[src/rtl/fsm_position.sv]
// -----------------------------------------------------------------------------
// fsm_position
//   Cursor-position controller for the TicTacToe board. Tracks which of the
//   nine cells (row-major, 0 = top-left, 8 = bottom-right) is selected.
//   A one-hot direction pad moves the cursor one cell per press (wrapping
//   within the row/column), the random-move logic can load a cell directly,
//   and a victory flag parks the cursor at cell 0 and locks out input.
//
// Ports
//   clk           in  1  system clock, rising edge
//   rst           in  1  asynchronous active-high reset
//   victory       in  1  game-over flag; forces cell 0 and LOCK
//   random_found  in  1  strobe: load random_cell (if it is a legal cell)
//   direccion     in  4  one-hot pad: 0001 right, 0010 left, 0100 down, 1000 up
//   random_cell   in  4  cell index to load on random_found
//   quadrant      out 4  registered selected cell index 0..8
// -----------------------------------------------------------------------------
module fsm_position (
    input  logic       clk,
    input  logic       rst,
    input  logic       victory,
    input  logic       random_found,
    input  logic [3:0] direccion,
    input  logic [3:0] random_cell,
    output logic [3:0] quadrant
);

    typedef enum logic [1:0] {
        IDLE = 2'd0,
        HOLD = 2'd1,
        LOCK = 2'd2
    } state_t;

    state_t     r_state;
    state_t     w_state_next;
    logic [3:0] r_quadrant;
    logic [3:0] w_quadrant_next;
    logic       w_dir_onehot;
    logic       w_dir_any;
    logic       w_cell_legal;

    // Apply one move to a legal cell index. Row and column are recovered with
    // comparisons instead of a divider; moves wrap inside the row or column.
    function automatic logic [3:0] move_cell(input logic [3:0] q,
                                             input logic [3:0] dir);
        logic [1:0] row;
        logic [1:0] col;
        logic [1:0] nrow;
        logic [1:0] ncol;
        logic [3:0] base;
        if (q >= 4'd6)      row = 2'd2;
        else if (q >= 4'd3) row = 2'd1;
        else                row = 2'd0;
        base = {2'b00, row} + {1'b0, row, 1'b0};   // 3 * row
        col  = 2'(q - base);
        nrow = row;
        ncol = col;
        case (dir)
            4'b0001: ncol = (col == 2'd2) ? 2'd0 : col + 2'd1;
            4'b0010: ncol = (col == 2'd0) ? 2'd2 : col - 2'd1;
            4'b0100: nrow = (row == 2'd2) ? 2'd0 : row + 2'd1;
            4'b1000: nrow = (row == 2'd0) ? 2'd2 : row - 2'd1;
            default: ;
        endcase
        return {2'b00, nrow} + {1'b0, nrow, 1'b0} + {2'b00, ncol};
    endfunction

    assign w_dir_any    = (direccion != 4'd0);
    // Exactly one bit set: nonzero and clearing the lowest set bit leaves 0.
    assign w_dir_onehot = w_dir_any && ((direccion & (direccion - 4'd1)) == 4'd0);
    assign w_cell_legal = (random_cell <= 4'd8);

    // State register (also holds the cursor)
    always_ff @(posedge clk or posedge rst) begin
        if (rst) begin
            r_state    <= IDLE;
            r_quadrant <= 4'd0;
        end else begin
            r_state    <= w_state_next;
            r_quadrant <= w_quadrant_next;
        end
    end

    // Next-state logic: victory > random load > direction pad
    always_comb begin
        w_state_next = r_state;
        if (victory) begin
            w_state_next = LOCK;
        end else begin
            case (r_state)
                LOCK: w_state_next = IDLE;
                IDLE: begin
                    if (random_found)
                        w_state_next = w_dir_any ? HOLD : IDLE;
                    else if (w_dir_onehot)
                        w_state_next = HOLD;
                    else
                        w_state_next = IDLE;
                end
                HOLD: w_state_next = w_dir_any ? HOLD : IDLE;
                default: w_state_next = IDLE;
            endcase
        end
    end

    // Output logic: next cursor value. A random load never also moves.
    always_comb begin
        w_quadrant_next = r_quadrant;
        if (victory) begin
            w_quadrant_next = 4'd0;
        end else if (r_state == LOCK) begin
            w_quadrant_next = r_quadrant;
        end else if (random_found) begin
            if (w_cell_legal)
                w_quadrant_next = random_cell;
        end else if ((r_state == IDLE) && w_dir_onehot) begin
            w_quadrant_next = move_cell(r_quadrant, direccion);
        end
    end

    assign quadrant = r_quadrant;

endmodule

[config.mk]
export PLATFORM = sky130hd
export DESIGN_NAME = fsm_position
export DESIGN_NICKNAME = d
export VERILOG_FILES = /design/src/rtl/fsm_position.sv
export SDC_FILE = /design/constraint.sdc
export NUM_CORES = 1
export LEC_CHECK = 0
export BUFFER_PORTS_ARGS = -buffer_cell sky130_fd_sc_hd__buf_4
export CAP_MARGIN = 20
export CORE_ASPECT_RATIO = 0.9
export CORE_MARGIN = 1
export CORE_UTILIZATION = 35
export CTS_BUF_LIST = sky130_fd_sc_hd__clkbuf_4 sky130_fd_sc_hd__clkbuf_8 sky130_fd_sc_hd__clkbuf_16
export DETAILED_ROUTE_END_ITERATION = 7
export PLACE_DENSITY = 0.62
export RECOVER_POWER = 100
export SLEW_MARGIN = 20
export SYNTH_ARGS = -nofsm -noshare
export SYNTH_HDL_FRONTEND = slang
export SYNTH_SLANG_ARGS = --single-unit
export TNS_END_PERCENT = 50
[constraint.sdc]
create_clock -name clk -period 3.2 [get_ports clk]
set_input_delay 0.64 -clock clk [delete_from_list [all_inputs] [get_ports clk]]
set_output_delay 0.64 -clock clk [all_outputs]
set_load 0.01 [all_outputs]
==> flow_summary.yaml, run 1 <==
logic_synthesis:
  yosys_register_bits: 6
  ys_seq_area_share_pct: 20.9
  synth_cell_types: 35
  synth_top_area_cell: "dfrtp_1"
  synth.cell_area_um2: 717
  syn_area_per_cell_um2: 8.43
  synth_area_leaders: "dfrtp_1, ha_1, mux2i_1"
  post-synth-top-area-fraction_pct: 20.9
  synth_warnings: 0
  syn_inst: 85
  syn_nets: 103
die:
  io_pins: 16
  die_x_um: 49.7
  core.rowCount: 15
  start_util_pct: 37.5
  die-area_mm2: 0.00223
  core_area_mm2: 0.00191
  die_y_um: 44.9
clock_tree:
  clock_path_buffers: 2
  cts_root_buf: "clkbuf_4"
  cts-buffers-inserted: 3
  cts_tree: "yes"
  path_clk_slew_ns: 0.05
  clock_latency_ns: 0.25
  holdBufCountCts: 0
  clock_sinks: 6
  post_cts_buffers: 0
  h-tree-depth: 1
min_path:
  min_path_type: "in2async"
power_and_ir_drop:
  power_leakage_uw: 0.000462
  power_density_mw_per_mm2: 583
  ir_worst_vdd_uv: 327
global_routing:
  antenna_found_initial: 0
  grt_pass1_vias: 613
  grt_max_degree: 14
  grt_use_total_pct: 17.3
  grt-ovfl-total: 0
  grt_pass1_wl_um: 2820
routing:
  drc: 0
  viasPerCell: 5.26
  antenna_left: 0
  wl_um: 1740
  wire_per_inst_um: 12.8
  vias: 716
  drt_iter0_markers: 11
  dr.pass1.iters: 4
place:
  pre_cts_ws_ns: -0.193
  numPortBuffers: 15
  hpwl_um: 1380
  dp.cells: 132
  gp_congestion: 0.720
timing:
  skew_ns: 0.0110
  period_needed_ns: 3.30
  max_slew_margin_pct: 72.0
  finalCritPeriodShare_pct: 103
  fin_ws_ns: -0.0988
  drv_slew: 0
  max_freq_mhz: 303
  rsz0062_at_grt: "yes"
  setup_viol: 2
  hold_viol_final: 0
  worst_pin_slew_ns: 0.409
critical_path:
  crit_required_ns: 3.33
  slowest_stage: "fa_1"
  cp_max_fo: 4
  reg2regPathDepth: 15
  endpoint_kind: "flip-flop"
  arrival_ns: 3.42
  cp_slowest_stage_delay_ns: 0.49
  crit_chain: "a211oi_4 > nor2_2 > ha_2 > xnor2_2 > xnor2_2 > ha_1 > nor2_1 > nand2_1 > o21ai_1 > a211o_1 > fa_1 > ha_2 > fa_1 > mux2i_1 > o22ai_1"
  startpoint_type: "flip-flop"
  crit_type: "reg2reg"
layout:
  n_antenna_cell: 0
  finish.utilization_pct: 50.4
  stdcell_count: 136
  mostFrequentLayoutCells: "buf_4, inv_1, nor2_1, nand2_1"
  layout_commonest_cell: "buf_4"
  num-nets-final: 130
  drive_gt1_share_pct: 34.2
  syn_to_final_growth_pct: 34.6
run_status:
  violations: "negative setup slack"
  outcome: "finished with violations"
run:
  maxCapViolations: 0
[registers in the layout, summed over array words and instances (netlist names)]
signal    cells
quadrant      4
r_state       2
[worst max-delay path, delay by kind of cell (launching register included)]
kind            cells  cell delay (ns)
xor+xnor            2             0.29
flops               1             0.44
simple gates        3             0.16
compound gates      4             0.63
mux                 1             0.13
fa+ha+maj           5             1.51
[where the power goes]
part,switching [uW],internal [uW]
Combinational,173,204
Clock,29.6,55.8
Sequential,13.6,87.0
Total,216,346
[synthesized netlist by cell type]
library cell,number
o311a_1,2
xnor2_2,1
ha_1,4
o32a_2,1
dfrtp_1,6
xor2_1,1
nor4b_1,2
or3_1,1
a22o_1,1
fa_1,2
nor3_1,1
o221ai_1,1
o21ai_1,1
buf_2,3
nand2_1,6
nor2_1,8
a31oi_1,1
a221o_1,1
o21ai_0,3
a21o_1,2
mux2i_1,5
a211o_1,1
or2_1,1
a2111oi_2,1
inv_1,9
nand3_1,1
a211oi_4,1
nand2b_1,1
o31ai_1,1
a311oi_1,2
a211oi_1,2
xnor2_1,1
clkbuf_1,4
o22ai_1,5
or4_1,2
[cell families (layout without fill, tap and decap cells)]
kind of cell / count (synthesis) / in the layout / synth area share (%)
xor+xnor: 3 / 3 / 4.71
simple gates: 23 / 23 / 15.9
buf+inv: 16 / 42 / 8.90
flops: 6 / 6 / 20.9
mux: 5 / 5 / 6.98
compound gates: 26 / 26 / 30.0
fa+ha+maj: 6 / 6 / 12.6
[final cells by class]
class | count | area (um2)
Multi-Input combinational cell | 63 | 512
Clock buffer | 4 | 30.0
Tap cell | 25 | 31.3
Timing Repair Buffer | 29 | 206
Inverter | 9 | 33.8
Fill cell | 208 | 950
Sequential cell | 6 | 151
[final timing paths]
check,start,endpoint,slack (ns)
worst max-delay path,quadrant[1],quadrant[2],-0.1
worst min-delay path,rst,quadrant[0],0.31
worst max register to register,quadrant[1],quadrant[2],-0.1
worst min register to register,r_state[1],r_state[0],0.50
max in group asynchronous,rst,quadrant[1],2.68
min in group clk,r_state[1],r_state[0],0.50
[per-stage QoR]
step | area (um2) | TNS, ns | total power [uW] | hold WS, ns
after global routing | 965 | -0.463 | 620 | 0.333
after floorplan | 733 | -0.532 | 352 | 0.431
final | 965 | -0.148 | 562 | 0.311
after CTS | 982 | -0.192 | 574 | 0.316
after global placement | 952 | -0.247 | 479 | 0.487
after detailed placement | 952 | -0.326 | 486 | 0.493
[timing repair]
| action | 4_1_cts | 5_1_grt |
|---|---|---|
| pin swaps | 3 | 0 |
| endpoints found under the setup margin | 2 | 2 |
| resized for setup | 1 | 0 |
[layer usage]
| layer | share of wire (%) | vias to the layer above | global-route usage (%) |
|---|---|---|---|
| li1 | - | 367 | - |
| met4 | 1.1 | 0 | 3.43 |
| met3 | 2.6 | 4 | 5.05 |
| met2 | 47 | 7 | 26.2 |
| met1 | 49 | 338 | 24.6 |
| met5 | 0 | - | 0 |
Note: power is estimated with default switching activity, not from simulation.
==> run 2: changes to the inputs <==
- RECOVER_POWER: 100 -> 25
- clock period: 3.2 -> 2.7 ns (I/O delays scaled with it)
==> run 2 against run 1 <==
  * The run still ends with negative setup slack left
  * Global-route usage grew 1.9 points
  * Sequential cell count is the same
  * Routed wire length grew 7.0%
  * Combinational power grew 31%
  * Non-clock buffer count grew 12
  * Largest cell class unchanged
  * Largest power group unchanged
  * Clock power grew 17%
  * Final area grew 11%
  * Critical path type unchanged
  * Sequential share of layout area shrank 1.5 points
  * Sequential power grew 20%
  * Critical endpoint unchanged
==> flow_summary.yaml, run 2 (synthesis results as in run 1) <==
power_and_ir_drop:
  power_density_mw_per_mm2: 663
  power_leakage_uw: 0.000529
  ir_worst_vdd_uv: 312
timing:
  rsz0062_at_grt: "yes"
  period_needed_ns: 3.42
  finalCritPeriodShare_pct: 127
  max_slew_margin_pct: 72.9
  worst_pin_slew_ns: 0.407
  drv_slew: 0
  fin_ws_ns: -0.716
  fin_hold_ws_ns: 0.211
  hold_viol_final: 0
  setup_viol: 3
  skew_ns: 0.00352
  max_freq_mhz: 293
clock_tree:
  post_cts_buffers: 0
  cts_root_buf: "clkbuf_4"
  cts_tree: "yes"
  clock_latency_ns: 0.25
  clock_path_buffers: 2
  path_clk_slew_ns: 0.05
  holdBufCountCts: 0
  cts-buffers-inserted: 3
  h-tree-depth: 1
  clock_sinks: 6
die:
  die_y_um: 44.9
  core.rowCount: 15
  die-area_mm2: 0.00223
  core_area_mm2: 0.00191
  die_x_um: 49.7
  start_util_pct: 37.5
  io_pins: 16
global_routing:
  grt_use_total_pct: 19.3
  grt_pass1_vias: 749
  grt_pass1_wl_um: 3190
  grtUsageMet1_pct: 23.5
  grt-ovfl-total: 0
  top_usage_layer: "met2"
  use_met2_pct: 34.1
  grt_max_degree: 9
  antenna_found_initial: 0
  grtUsageMet3_pct: 6.06
place:
  gp_congestion: 0.712
  dp.cells: 144
  placed_cell_area_mm2: 0.00104
  hpwl_um: 1580
  numPortBuffers: 15
layout:
  syn_to_final_growth_pct: 49.7
  layout_commonest_cell: "buf_4"
  drive_gt1_share_pct: 44.7
  stdcell_count: 148
  fillers: 197
  largest_reg_flops: 4
  design_area_mm2: 0.00107
  mostFrequentLayoutCells: "buf_4, inv_1, nor2_1, nand2_1"
  num-nets-final: 142
  n_antenna_cell: 0
routing:
  vias: 772
  dr.pass1.iters: 4
  drc: 0
  wl_um: 1860
  wire_per_inst_um: 12.5
  viasPerCell: 5.22
  antenna_left: 0
  drt_iter0_markers: 9
run:
  maxCapViolations: 0
critical_path:
  crit_type: "reg2reg"
  endpoint_kind: "flip-flop"
  arrival_ns: 3.53
  crit_required_ns: 2.81
  r2r_setup_slack_ns: -0.72
  crit_start: "quadrant[0]"
  cp_max_fo: 2
  reg2reg_from: "quadrant[0]"
  startpoint_type: "flip-flop"
run_status:
  outcome: "finished with violations"
  violations: "negative setup slack"
min_path:
  min_path_type: "in2async"
[run 2: cell count changes in the layout (fill, tap and decap cells not counted)]
cell       delta
dfrtp_1       -1
a2111oi_0     -1
clkbuf_1      -3
a2111oi_2     +1
buf_4        +15
dfrtp_2       +1
[run 2: area by class of cell]
| type | count | area [um2] | share of cell area [%] |
|---|---|---|---|
| repair buffers | 41 | 308 | 28.7 |
| clock buffers | 4 | 30.0 | 2.80 |
| multi-input cells | 63 | 518 | 48.3 |
| flip-flops and latches | 6 | 153 | 14.2 |
| well taps | 25 | 31.3 | 2.91 |
| inverters | 9 | 33.8 | 3.15 |
[run 2: metal layers]
layer,part of all wire [%],vias up
met3,3.4,0
met5,0,-
li1,-,396
met2,49,15
met1,48,361
met4,0,0
[run 2: what timing repair did]
| action | in CTS | in global routing |
|---|---|---|
| resized for setup | 1 | 1 |
| setup endpoints to repair | 3 | 3 |
| pin swaps | 2 | 0 |
[run 2: critical path, stage by stage, from the launching register on]
cell and delay, ns:
dfrtp_1 0.40, a211oi_4 0.28, nor2_2 0.08, ha_2 0.20, xnor2_2 0.14, xnor2_2 0.15, ha_1 0.28, nor2_1 0.04
nand2_1 0.05, o21ai_1 0.06, a211o_1 0.27, fa_1 0.49, ha_2 0.18, fa_1 0.41, mux2i_1 0.15, o22ai_1 0.08
[run 2: power by group]
| part | switching (uW) | internal [uW] |
|---|---|---|
| Sequential | 17.7 | 103 |
| Combinational | 220 | 270 |
| Clock | 33.9 | 66.1 |
| Total | 272 | 440 |
[run 2: final timing paths]
| check | to | cells past startpoint |
|---|---|---|
| worst min register to register | r_state[0] | 1 |
| max in group asynchronous | quadrant[3] | 2 |
| worst max-delay path | quadrant[2] | 15 |
| worst min-delay path | quadrant[0] | 2 |
| worst max register to register | quadrant[2] | 15 |
| min in group clk | r_state[1] | 1 |
[run 2: metrics by stage]
step	setup TNS (ns)	setup WS, ns	util, %	power, uW
floorplan	-2.03	-0.803	-	417
finish	-1.71	-0.716	56.1	712
global placement	-1.59	-0.665	54.4	592
detailed placement	-1.84	-0.767	54.4	614
CTS	-1.77	-0.746	56.0	725
global route	-2.14	-0.862	56.1	788
==> run 3: changes to the inputs <==
- CELL_PAD_IN_SITES_DETAIL_PLACEMENT: unset -> 1
- CELL_PAD_IN_SITES_GLOBAL_PLACEMENT: unset -> 1
- PLACE_DENSITY: 0.62 -> 0.77
==> run 3 against run 2 <==
  * The run still ends with negative setup slack left
  * Count of clock-buffer cells in the layout stayed put
  * Setup slack worse by 0.015 ns
  * Utilization is 0.85 points higher
  * Largest power group unchanged
==> flow_summary.yaml, run 3 (synthesis results as in run 1) <==
global_routing:
  grt_pass1_wl_um: 3890
  grt_use_total_pct: 24.0
  antenna_found_initial: 0
  grt_pass1_vias: 847
  grt-ovfl-total: 0
  grt_max_degree: 9
power_and_ir_drop:
  power_density_mw_per_mm2: 699
  p_total_uw: 762
  ir_worst_vdd_uv: 371
  power_leakage_uw: 0.000539
clock_tree:
  clock_sinks: 6
  holdBufCountCts: 0
  h-tree-depth: 1
  cts_root_buf: "clkbuf_4"
  clock_path_buffers: 2
  path_clk_slew_ns: 0.05
  clock_latency_ns: 0.26
  cts-buffers-inserted: 3
  cts_tree: "yes"
routing:
  routed.top_layer: "met4"
  dr.pass1.iters: 4
  drt_iter0_markers: 16
  drc: 0
  wire_per_inst_um: 16.1
  vias: 789
  wl_met2_um: 1240
  wl_um: 2420
  wl_met1_um: 1120
  viasPerCell: 5.26
  antenna_left: 0
  wl_met3_um: 50
run_status:
  outcome: "finished with violations"
  violations: "negative setup slack"
layout:
  stdcell_count: 150
  fillers: 246
  multi_input_area_um2: 518
  syn_to_final_growth_pct: 52.0
  layout_commonest_cell: "buf_4"
  mostFrequentLayoutCells: "buf_4, inv_1, nor2_1, nand2_1"
  largest_reg_flops: 4
  drive_gt1_share_pct: 46.4
  finish.utilization_pct: 56.9
  regArea_um2: 154
  design_area_mm2: 0.00109
  num-nets-final: 144
  n_antenna_cell: 0
die:
  die_x_um: 49.7
  die_y_um: 44.9
  io_pins: 16
  start_util_pct: 37.5
  core_area_mm2: 0.00191
  core.rowCount: 15
  die-area_mm2: 0.00223
timing:
  hold_viol_final: 0
  fin_ws_ns: -0.731
  skew_ns: 0.00300
  finalCritPeriodShare_pct: 127
  rsz0062_at_grt: "yes"
  setup_viol: 3
  drv_slew: 0
  max_freq_mhz: 291
  worst_pin_slew_ns: 0.508
  period_needed_ns: 3.43
  max_slew_margin_pct: 66.2
critical_path:
  arrival_ns: 3.56
  cp_max_fo: 2
  crit_required_ns: 2.82
  path_buf_inv: 0
  crit_type: "reg2reg"
  startpoint_type: "flip-flop"
  cp_slowest_stage_delay_ns: 0.50
  slowest_stage: "fa_1"
  cp_top_family: "adder cells"
  rr_endpoint: "quadrant[2]"
  reg2regPathDepth: 15
  endpoint_kind: "flip-flop"
  crit_chain: "a211oi_4 > nor2_2 > ha_2 > xnor2_2 > xnor2_2 > ha_1 > nor2_1 > nand2_1 > o21ai_1 > a211o_1 > fa_1 > ha_2 > fa_1 > mux2i_1 > o22ai_1"
  r2r_setup_slack_ns: -0.73
  reg2reg_from: "quadrant[0]"
place:
  gp_congestion: 0.780
  numPortBuffers: 15
  pre_cts_ws_ns: -0.742
  hpwl_um: 1910
  dp.cells: 143
  placed_cell_area_mm2: 0.00103
min_path:
  min_path_type: "in2async"
run:
  maxCapViolations: 0
-- run 3: cell count changes in the layout (fill, tap and decap cells not counted), sizes merged --
| cell | previous run | this run |
|---|---|---|
| buf | 40 | 42 |
-- run 3: where the power goes --
group | internal (uW) | switching [uW]
Clock | 66.7 | 42.4
Combinational | 281 | 251
Sequential | 104 | 17.2
Total | 451 | 311
-- run 3: how the worst max path moves through the flow --
stage	startpoint	to	slack [ns]	cells after the start
global placement	quadrant[1]	quadrant[2]	-0.64	15
finish	quadrant[0]	quadrant[2]	-0.73	15
global route	quadrant[2]	quadrant[2]	-0.82	15
detailed placement	quadrant[1]	quadrant[2]	-0.74	15
floorplan	quadrant[1]	quadrant[2]	-0.80	15
CTS	quadrant[3]	quadrant[2]	-0.71	15
-- run 3: layout make-up --
type	instances	share of cell area, %
inverter	9	3.10
clock buffer	4	2.76
sequential	6	14.1
timing repair buffer	43	29.6
tap	25	2.87
multi-input combinational	63	47.5
-- run 3: per-stage QoR --
stage	hold slack, ns	TNS, ns
global route	0.209	-2.23
global placement	0.475	-1.51
detailed placement	0.484	-1.82
floorplan	0.331	-2.03
CTS	0.204	-1.77
finish	0.201	-1.90
-- run 3: metal layers --
layer  vias up  global-route usage, %
li1        395                      -
met1       381                   29.2
met2        11                   43.2
met3         2                   4.38
met4         0                   8.00
met5         -                      0
-- run 3: what timing repair did --
action / CTS / global route
setup endpoints to repair: 3 / 3
setup buffers: 2 / 1
gates resized for setup: 1 / 2
endpoints found under the hold margin: 0 / 0
pin swaps: 2 / 3
